## src/rtl/clock_set_pkg.sv

```systemverilog
// Purpose: shared encodings for the time-setting controller and the display mux.
// Latency: n/a (types, constants and pure helper functions only).
// Backpressure: n/a.
// Contents: state_t (mode machine), SEL_* (edited-field code), next_mode(), sel_of().
package clock_set_pkg;

  typedef enum logic [1:0] {
    ST_RUN     = 2'd0,
    ST_SET_HR  = 2'd1,
    ST_SET_MIN = 2'd2,
    ST_SET_SEC = 2'd3
  } state_t;

  // Field selector seen by the display mux.
  localparam logic [1:0] SEL_NONE = 2'd0;
  localparam logic [1:0] SEL_HR   = 2'd1;
  localparam logic [1:0] SEL_MIN  = 2'd2;
  localparam logic [1:0] SEL_SEC  = 2'd3;

  // Mode button cycles RUN -> HR -> MIN -> SEC -> RUN.
  function automatic state_t next_mode(input state_t s);
    case (s)
      ST_RUN:     return ST_SET_HR;
      ST_SET_HR:  return ST_SET_MIN;
      ST_SET_MIN: return ST_SET_SEC;
      default:    return ST_RUN;
    endcase
  endfunction

  function automatic logic [1:0] sel_of(input state_t s);
    case (s)
      ST_SET_HR:  return SEL_HR;
      ST_SET_MIN: return SEL_MIN;
      ST_SET_SEC: return SEL_SEC;
      default:    return SEL_NONE;
    endcase
  endfunction

endpackage

```

## src/rtl/btn_repeat.sv

```systemverilog
// Purpose: synchronise a raw button level and turn a long hold into periodic one-cycle pulses.
// Latency: first rpt_p HOLD_CYCLES+2 cycles after btn rises, then every REPEAT_CYCLES.
// Backpressure: none; enable low clears all hold/repeat progress immediately.
// Ports: clk, rst (sync, active-high), btn (raw async level), enable (repeat allowed), rpt_p (pulse out).
module btn_repeat #(
  parameter int HOLD_CYCLES   = 50_000_000,
  parameter int REPEAT_CYCLES = 10_000_000
) (
  input  logic clk,
  input  logic rst,
  input  logic btn,
  input  logic enable,
  output logic rpt_p
);

  localparam int HW = $clog2(HOLD_CYCLES + 1);
  localparam int RW = $clog2(REPEAT_CYCLES + 1);
  localparam logic [HW-1:0] HOLD_LAST = HW'(HOLD_CYCLES - 1);
  localparam logic [HW-1:0] HOLD_TERM = HW'(HOLD_CYCLES);
  localparam logic [RW-1:0] RPT_LAST  = RW'(REPEAT_CYCLES - 1);

  logic          sync_q1;
  logic          sync_q2;
  logic [HW-1:0] hold_cnt;
  logic [RW-1:0] rpt_cnt;

  always_ff @(posedge clk) begin
    if (rst) begin
      sync_q1  <= 1'b0;
      sync_q2  <= 1'b0;
      hold_cnt <= '0;
      rpt_cnt  <= '0;
      rpt_p    <= 1'b0;
    end else begin
      sync_q1 <= btn;
      sync_q2 <= sync_q1;
      rpt_p   <= 1'b0;
      if (!enable || !sync_q2) begin
        hold_cnt <= '0;
        rpt_cnt  <= '0;
      end else if (hold_cnt != HOLD_TERM) begin
        // Hold phase: first pulse on reaching the terminal count, which then sticks.
        hold_cnt <= hold_cnt + 1'b1;
        rpt_p    <= (hold_cnt == HOLD_LAST);
      end else if (rpt_cnt == RPT_LAST) begin
        // Repeat phase: restart the period counter on every pulse.
        rpt_cnt <= '0;
        rpt_p   <= 1'b1;
      end else begin
        rpt_cnt <= rpt_cnt + 1'b1;
      end
    end
  end

endmodule

```

## src/rtl/clock_set_ctrl.sv

```systemverilog
// Purpose: RUN/SET_HR/SET_MIN/SET_SEC mode machine issuing edit strobes, run enable and blink.
// Latency: every output registered; strobes and state changes appear one cycle after their trigger.
// Backpressure: none; mode_p beats a coincident inc_p/repeat, which is dropped.
// Ports: clk, rst (sync, active-high), mode_p/inc_p (debounced pulses), inc_btn (raw level),
//        run_en, hr_inc, min_inc, sec_clr (strobes), sel (edited field), blink.
module clock_set_ctrl
  import clock_set_pkg::*;
#(
  parameter int HOLD_CYCLES    = 50_000_000,
  parameter int REPEAT_CYCLES  = 10_000_000,
  parameter int TIMEOUT_CYCLES = 500_000_000,
  parameter int BLINK_CYCLES   = 12_500_000
) (
  input  logic       clk,
  input  logic       rst,
  input  logic       mode_p,
  input  logic       inc_p,
  input  logic       inc_btn,
  output logic       run_en,
  output logic       hr_inc,
  output logic       min_inc,
  output logic       sec_clr,
  output logic [1:0] sel,
  output logic       blink
);

  localparam int TW = $clog2(TIMEOUT_CYCLES + 1);
  localparam int BW = $clog2(BLINK_CYCLES + 1);
  localparam logic [TW-1:0] IDLE_LAST  = TW'(TIMEOUT_CYCLES - 1);
  localparam logic [TW-1:0] IDLE_TERM  = TW'(TIMEOUT_CYCLES);
  localparam logic [BW-1:0] BLINK_LAST = BW'(BLINK_CYCLES - 1);

  state_t        state_q;
  state_t        state_d;
  logic [TW-1:0] idle_cnt;
  logic [BW-1:0] blink_cnt;
  logic          rpt_p;
  logic          rpt_en;
  logic          trig;
  logic          timeout_hit;
  logic          state_chg;
  logic          hr_d;
  logic          min_d;
  logic          sec_d;

  btn_repeat #(
    .HOLD_CYCLES   (HOLD_CYCLES),
    .REPEAT_CYCLES (REPEAT_CYCLES)
  ) u_btn_repeat (
    .clk    (clk),
    .rst    (rst),
    .btn    (inc_btn),
    .enable (rpt_en),
    .rpt_p  (rpt_p)
  );

  always_comb begin
    trig        = inc_p | rpt_p;
    // Any activity in the terminal cycle keeps us in the set state, so a
    // timeout never coincides with a strobe.
    timeout_hit = (state_q != ST_RUN) && !mode_p && !trig && (idle_cnt == IDLE_LAST);

    state_d = state_q;
    if (mode_p) begin
      state_d = next_mode(state_q);
    end else if (timeout_hit) begin
      state_d = ST_RUN;
    end
    state_chg = (state_d != state_q);

    hr_d  = !mode_p && trig  && (state_q == ST_SET_HR);
    min_d = !mode_p && trig  && (state_q == ST_SET_MIN);
    sec_d = !mode_p && inc_p && (state_q == ST_SET_SEC);

    // Dropping enable on the changing edge clears hold progress and any pending repeat.
    rpt_en = ((state_q == ST_SET_HR) || (state_q == ST_SET_MIN)) && !state_chg;
  end

  always_ff @(posedge clk) begin
    if (rst) begin
      state_q   <= ST_RUN;
      run_en    <= 1'b1;
      hr_inc    <= 1'b0;
      min_inc   <= 1'b0;
      sec_clr   <= 1'b0;
      blink     <= 1'b0;
      idle_cnt  <= '0;
      blink_cnt <= '0;
    end else begin
      state_q <= state_d;
      run_en  <= (state_d == ST_RUN);
      hr_inc  <= hr_d;
      min_inc <= min_d;
      sec_clr <= sec_d;

      if ((state_d == ST_RUN) || state_chg || trig) begin
        idle_cnt <= '0;
      end else if (idle_cnt != IDLE_TERM) begin
        idle_cnt <= idle_cnt + 1'b1;
      end

      if ((state_d == ST_RUN) || state_chg) begin
        blink     <= 1'b0;
        blink_cnt <= '0;
      end else if (blink_cnt == BLINK_LAST) begin
        blink     <= ~blink;
        blink_cnt <= '0;
      end else begin
        blink_cnt <= blink_cnt + 1'b1;
      end
    end
  end

  assign sel = sel_of(state_q);

endmodule
```

## config.mk

```make
export PLATFORM = sky130hd
export DESIGN_NAME = clock_set_ctrl
export DESIGN_NICKNAME = d
export VERILOG_FILES = /design/src/rtl/clock_set_pkg.sv /design/src/rtl/btn_repeat.sv /design/src/rtl/clock_set_ctrl.sv
export SDC_FILE = /design/constraint.sdc
export NUM_CORES = 1
export LEC_CHECK = 0
export CAP_MARGIN = 30
export CORE_AREA = 5 5 78 152
export CTS_BUF_LIST = sky130_fd_sc_hd__clkbuf_2
export DETAILED_ROUTE_END_ITERATION = 8
export DIE_AREA = 0 0 83 157
export PLACE_DENSITY = 0.79
export SYNTH_ARGS = -nofsm -noshare
export SYNTH_HDL_FRONTEND = slang
export SYNTH_HIERARCHICAL = 1
export SYNTH_SLANG_ARGS = --single-unit
```

## constraint.sdc

```tcl
create_clock -name clk -period 6.5 [get_ports clk]
set_input_delay 0.975 -clock clk [delete_from_list [all_inputs] [get_ports clk]]
set_output_delay 0.975 -clock clk [all_outputs]
set_load 0.01 [all_outputs]
```

-- After elaboration in Yosys (flattened, before gate mapping)
Cells that the tools add are included.
- bits in registers: 113
- input bits: 5
- output and inout port bits: 7
- word-level logic and storage cells: 61
- add/subtract/negate cells: 4
- eq/ne operators: 10
- muxes and demuxes: 7
- bitwise gates (word level): 2
- reduce and logical (&&, ||, !) cells: 25
- operators with widths (cell ; count):
    24-bit by 1-bit adder with 24-bit output (second input constant) ; 2
    24-bit equality test (second input constant) ; 2
    29-bit by 1-bit adder with 29-bit output (second input constant) ; 1
    29-bit equality test (second input constant) ; 1
    29-bit inequality test (second input constant) ; 1
    26-bit by 1-bit adder with 26-bit output (second input constant) ; 1
    26-bit equality test (second input constant) ; 1
    26-bit inequality test (second input constant) ; 1
    24-bit 2-to-1 mux ; 1
    2-bit case mux with 3 select lines ; 2
    1-bit logical AND ; 9
    2-bit OR reduction ; 3
    1-bit logical NOT ; 5
    2-bit equality test (second input constant) ; 2
    2-bit logical NOT ; 2
    1-bit logical OR ; 4
    2-bit 2-to-1 mux ; 2
    3-bit OR reduction ; 1
    2-bit by 1-bit equality test with 1-bit output (second input constant) ; 1
    1-bit 2-to-1 mux ; 2
    2-bit inequality test ; 1
    2-bit nonzero test ; 1
    1-bit inverter ; 1
    1-bit bitwise OR ; 1

-- Logic depth before layout (Yosys ltp)
- depth after elaboration: 12
- mapped depth: 14
- depth with buffers taken out: 12

-- Cells and area by module
Netlist, hierarchy kept.
- modules (own cells, without submodules) (module ; times used ; cells an instance ; area an instance (um2) ; seq. area each (um2)):
    clock_set_ctrl ; 1 ; 332 ; 2891.5 ; 1201.2
    btn_repeat ; 1 ; 344 ; 2743.9 ; 1061.0

-- Worst setup path after synthesis
No wires, ideal clock.
- path type: input to register
- from: input port mode_p
- to: register u_btn_repeat.hold_cnt[3]
- library setup time: 0.128 ns
- arrival: 3.157 ns
- slack: 3.216 ns
- stages: 12
- path buffers: 4
- cell sequence: clkbuf_1 or3_1 nor4_1 nand4b_2 nand2b_1 a21boi_0 nand2_1 or2_2 clkbuf_1 clkbuf_1 buf_1 nor2_1
- cells in the longest elaborated chain, start to end: 12
- ends and longest elaborated chain (what ; RTL line ; RTL):
    start: declaration ; clock_set_ctrl.sv:16 ; input logic mode_p,
    1-bit logical NOT ; clock_set_ctrl.sv:61 ; timeout_hit = (state_q != ST_RUN) && !mode_p && !trig && (idle_cnt == IDLE_LAST);
    1-bit logical AND (3 in series) ; clock_set_ctrl.sv:61 ;
    2-bit 2-to-1 mux ; clock_set_ctrl.sv:66 ; end else if (timeout_hit) begin
    2-bit 2-to-1 mux * ; clock_set_ctrl.sv:64 ; if (mode_p) begin
    2-bit inequality test * ; clock_set_ctrl.sv:69 ; state_chg = (state_d != state_q);
    1-bit logical NOT * ; clock_set_ctrl.sv:76 ; rpt_en = ((state_q == ST_SET_HR) || (state_q == ST_SET_MIN)) && !state_chg;
    1-bit logical AND * ; clock_set_ctrl.sv:76 ;
    named net rpt_en ; clock_set_ctrl.sv:38 ; logic rpt_en;
    1-bit logical NOT * ; btn_repeat.sv:38 ; if (!enable || !sync_q2) begin
    1-bit logical OR * ; btn_repeat.sv:38 ;
    2-bit OR reduction (no line) * ; -- ;
    end signal: assignment ; btn_repeat.sv:43 ; hold_cnt <= hold_cnt + 1'b1;
    end: declaration ; btn_repeat.sv:24 ; logic [HW-1:0] hold_cnt;
The timed path passes the listed nets; every way through them passes the cells marked *.
A chain may end at the register's enable or synchronous reset.

-- Final worst setup path
- from: input port mode_p
- to: register u_btn_repeat.rpt_cnt[18]
- cells in the longest elaborated chain, start to end: 12
- ends and longest elaborated chain (what ; RTL line ; RTL):
    1-bit logical NOT ; clock_set_ctrl.sv:61 ;
    1-bit logical AND (3 in series) ; clock_set_ctrl.sv:61 ;
    2-bit 2-to-1 mux ; clock_set_ctrl.sv:66 ;
    2-bit 2-to-1 mux * ; clock_set_ctrl.sv:64 ;
    2-bit inequality test * ; clock_set_ctrl.sv:69 ;
    1-bit logical NOT * ; clock_set_ctrl.sv:76 ;
    1-bit logical AND * ; clock_set_ctrl.sv:76 ;
    named net rpt_en ; clock_set_ctrl.sv:38 ;
    1-bit logical NOT * ; btn_repeat.sv:38 ;
    1-bit logical OR * ; btn_repeat.sv:38 ;
    2-bit OR reduction (no line) * ; -- ;
    end signal: assignment ; btn_repeat.sv:50 ; rpt_cnt <= rpt_cnt + 1'b1;
    end: declaration ; btn_repeat.sv:25 ; logic [RW-1:0] rpt_cnt;
Marks and branches as above.

==> impl_metrics.env <==
export IMPL_placed_cell_area_sq_um=5850
export IMPL_setup_violations=0
export IMPL_synth_simple_area_share_pct=35.4
export IMPL_coreArea_sq_um=10500
export IMPL_ys_ff_latch=113
export IMPL_min_delay_worst_endpoint="blink_cnt[0]"
export IMPL_num_rows=53
export IMPL_yosys_area_top_type_share_pct=40.1
export IMPL_use_met3_pct=5.40
export IMPL_area_sequential_sq_um=2260
export IMPL_cts_resized=0
export IMPL_busiest_layer="met2"
export IMPL_synth_top_area_cell="dfxtp_1"
export IMPL_post_cts_setup_buffer_count=0
export IMPL_ys_flop_type="dfxtp_1"
export IMPL_r2r_slack_ns=2.92
export IMPL_vias_per_cell=5.94
export IMPL_grt_pass1_vias=4944
export IMPL_synth_top_family_by_area="simple AND/OR/NAND/NOR gates"
export IMPL_dp_cells=808
export IMPL_arrival_ns=4.17
export IMPL_seq_area_frac_synth_pct=40.1
export IMPL_areaGrowthSynthToFinish_pct=8.86
export IMPL_grtUsageTotal_pct=19.6
export IMPL_synth_compound_area_share_pct=7.62
export IMPL_die_h_um=157
export IMPL_final_cells=840
export IMPL_synthArstFlopShare_pct=0
export IMPL_rr_worst_depth=12
export IMPL_fin_setup_tns_ns=0
export IMPL_status="finished, final reports clean"
export IMPL_power_leakage_nw=1.88
export IMPL_wl_per_cell_um=15.3
export IMPL_io_pin_count=12
export IMPL_irDropWorstVdd_uv=202
export IMPL_antenna_found_initial=1
export IMPL_syn_num_nets=691
export IMPL_whs_path_depth=1
export IMPL_rsz0062_at_grt="false"
export IMPL_antenna_left=0
export IMPL_slowest_delay_ns=0.76
export IMPL_fin_area_sq_um=6130
export IMPL_synth_warnings=6
export IMPL_die_area_sq_um=13000
export IMPL_avgSynthCellArea_sq_um=8.34
export IMPL_post_route_min_period_ns=3.59
export IMPL_routabilityCongestion=0.874
export IMPL_fmax_mhz=278
export IMPL_required_ns=7.08
export IMPL_path_class="in -> reg"
export IMPL_cts_tree="done"
export IMPL_cts_hold_buf=0
export IMPL_syn_inst=676
export IMPL_floorplan_initialDensity_pct=53.8
export IMPL_nFillCells=950
export IMPL_totalWireLength_um=12800
export IMPL_crit_slowest_cell="or2_2"
export IMPL_tightestPinTransition_ns=1.12
export IMPL_synth_area_leaders="dfxtp_1, nor2_1, xor2_1"
export IMPL_io_buffer_count=11
export IMPL_synthMuxAreaShare_pct=0.355
export IMPL_use_met2_pct=38.1
export IMPL_cts_buffers_inserted=17
export IMPL_crit_chain="clkdlybuf4s50_1 -> or3_1 -> nor4_1 -> nand4b_2 -> nand2b_1 -> a21boi_0 -> nand2_1 -> or2_2 -> nor2_1 -> and4_1 -> a31o_2"
export IMPL_worstSkewPairLatency_ns=0.69
export IMPL_r2r_end="u_btn_repeat/rpt_cnt[18]"
export IMPL_grt_pass1_wl_um=21200
export IMPL_synth_fa_ha_area_share_pct=2.22
export IMPL_clockBufferDepth=2
export IMPL_synth_xor_area_share_pct=11.2
export IMPL_cts_root_buffer="clkbuf_2"
export IMPL_powerDensity_nw_per_um2=209
export IMPL_netlist_area_sq_um=5640
export IMPL_hold_viol_final=0
export IMPL_min_from="blink_cnt[0]"
export IMPL_layout_drive_gt1_share_pct=6.98
export IMPL_die_width_um=83
export IMPL_numClockSinks=113
export IMPL_synth_enable_flop_cells=0
export IMPL_use_met1_pct=17.9
export IMPL_synth_distinct_cells=53
export IMPL_first_pass_iters=6
export IMPL_overflow=0
export IMPL_holdWs_ns=0.459
export IMPL_ctsHtreeMaxLevel=4
export IMPL_startpoint_type="input pin"
export IMPL_reg2reg_from="state_q[1]"
export IMPL_slew_viol_final=0
export IMPL_cp_end_kind="flop"
export IMPL_maxCapViolCount=0
export IMPL_drc_errors=0
export IMPL_skew_ns=0.0392
export IMPL_dr_total_vias=4990
export IMPL_cp_max_fo=50
export IMPL_clk_pin_slew_ns=0.17
export IMPL_dp_hpwl_um=9080
export IMPL_drtIter0Drc=317
export IMPL_multi_input_area_sq_um=3200
export IMPL_slew_headroom_pct=24.3
export IMPL_fin_crit_sh_pct=55.3
export IMPL_nets=705
export IMPL_grt_max_degree=51
export IMPL_hold_class="reg -> reg"
[metrics by stage]
step	setup slack [ns]	power [mW]	util (%)
2_1_floorplan	3.22	0.743	-
3_3_place_gp	2.40	0.752	55.8
3_5_place_dp	2.23	0.755	55.9
4_1_cts	2.94	1.29	58.5
5_1_grt	2.72	1.34	58.6
6_report	2.91	1.28	58.6
[worst max-delay path, delay by kind of cell]
kind,cells,cell delay (ns)
compound gates,2,0.29
buf+inv,1,0.55
simple gates,8,2.33
[layer usage]
layer / vias to the layer above / wire length, um
met2: 151 / 7130
met4: 0 / 433
met5: - / 0
met1: 2364 / 4750
li1: 2431 / -
met3: 44 / 512
[how the worst max path moves through the flow]
stage,from,to,slack [ns],cells after the start
finish,mode_p,u_btn_repeat/rpt_cnt[18],2.91,11
CTS,state_q[1],u_btn_repeat/rpt_cnt[18],2.94,12
detailed placement,mode_p,u_btn_repeat/rpt_cnt[18],2.23,11
global placement,mode_p,u_btn_repeat/rpt_cnt[18],2.40,11
floorplan,mode_p,u_btn_repeat/hold_cnt[3],3.22,12
global route,state_q[1],u_btn_repeat/rpt_cnt[18],2.72,12
[power breakdown]
group | total [mW] | switching [mW] | internal, mW
registers | 0.700 | 0.00351 | 0.697
logic | 0.0396 | 0.0243 | 0.0153
clock network | 0.543 | 0.261 | 0.282
[cell type report]
cell class                 count  area share (%)
sequential                   113            36.9
antenna                        1          0.0408
clock buffer                  17            1.39
inverter                      17            1.04
clock inverter                14            3.18
tap                          137            2.79
multi-input combinational    524            52.2
timing repair buffer          17            2.49
[synthesized netlist by cell type, types with 3 or more instances]
cell and n:
xnor2_1 33, nand2b_1 7, or4_1 12, o31ai_1 3, nand3b_1 4, and4_1 14, xor2_1 39, buf_6 3
o21ai_0 25, or4b_1 4, a22oi_1 5, nor3_1 18, nor4_1 17, a32oi_1 3, inv_1 17, nand4bb_1 3
nor2_1 106, nand4_1 27, clkbuf_1 12, nor2b_1 3, ha_1 10, a21oi_1 33, nand2_1 48, dfxtp_1 113
or4b_2 5, buf_1 5, and2_1 6, nand3_1 44, or3_1 9, and3_1 19
[logic make-up after synthesis]
kind of cell | after synthesis
buffers and inverters | 39
AO/OA/AOI/OAI | 76
AND/OR/NAND/NOR | 364
flip-flops | 113
XOR/XNOR | 72
multiplexers | 2
adder cells (fa/ha/maj) | 10
[registers in the layout (all words and copies together), names as in the netlist, 2 cells and up]
signal	cells
idle_cnt	29
u_btn_repeat/hold_cnt	26
blink_cnt	24
u_btn_repeat/rpt_cnt	24
state_q	2
[layout by cell type, fill, tap and decap left out, types with 4 or more instances in the layout]
cell,netlist,routed
inv_1,17,17
ha_1,10,10
nor3_1,18,18
or4_1,12,12
or4b_1,4,4
nand4_1,27,27
nor2_1,106,106
nand2_1,48,48
and4_1,14,14
buf_4,0,5
or4b_2,5,5
xnor2_1,33,33
a22oi_1,5,5
o21ai_0,25,25
a21oi_1,33,33
dfxtp_1,113,113
xor2_1,39,39
clkbuf_2,1,17
and3_1,19,19
nand3_1,44,44
bufinv_16,0,5
clkinv_1,0,4
nor4_1,17,17
nand2b_1,7,7
clkdlybuf4s50_1,0,11
nand3b_1,4,4
or3_1,9,9
and2_1,6,6
Note: power is estimated with default switching activity, not from simulation.
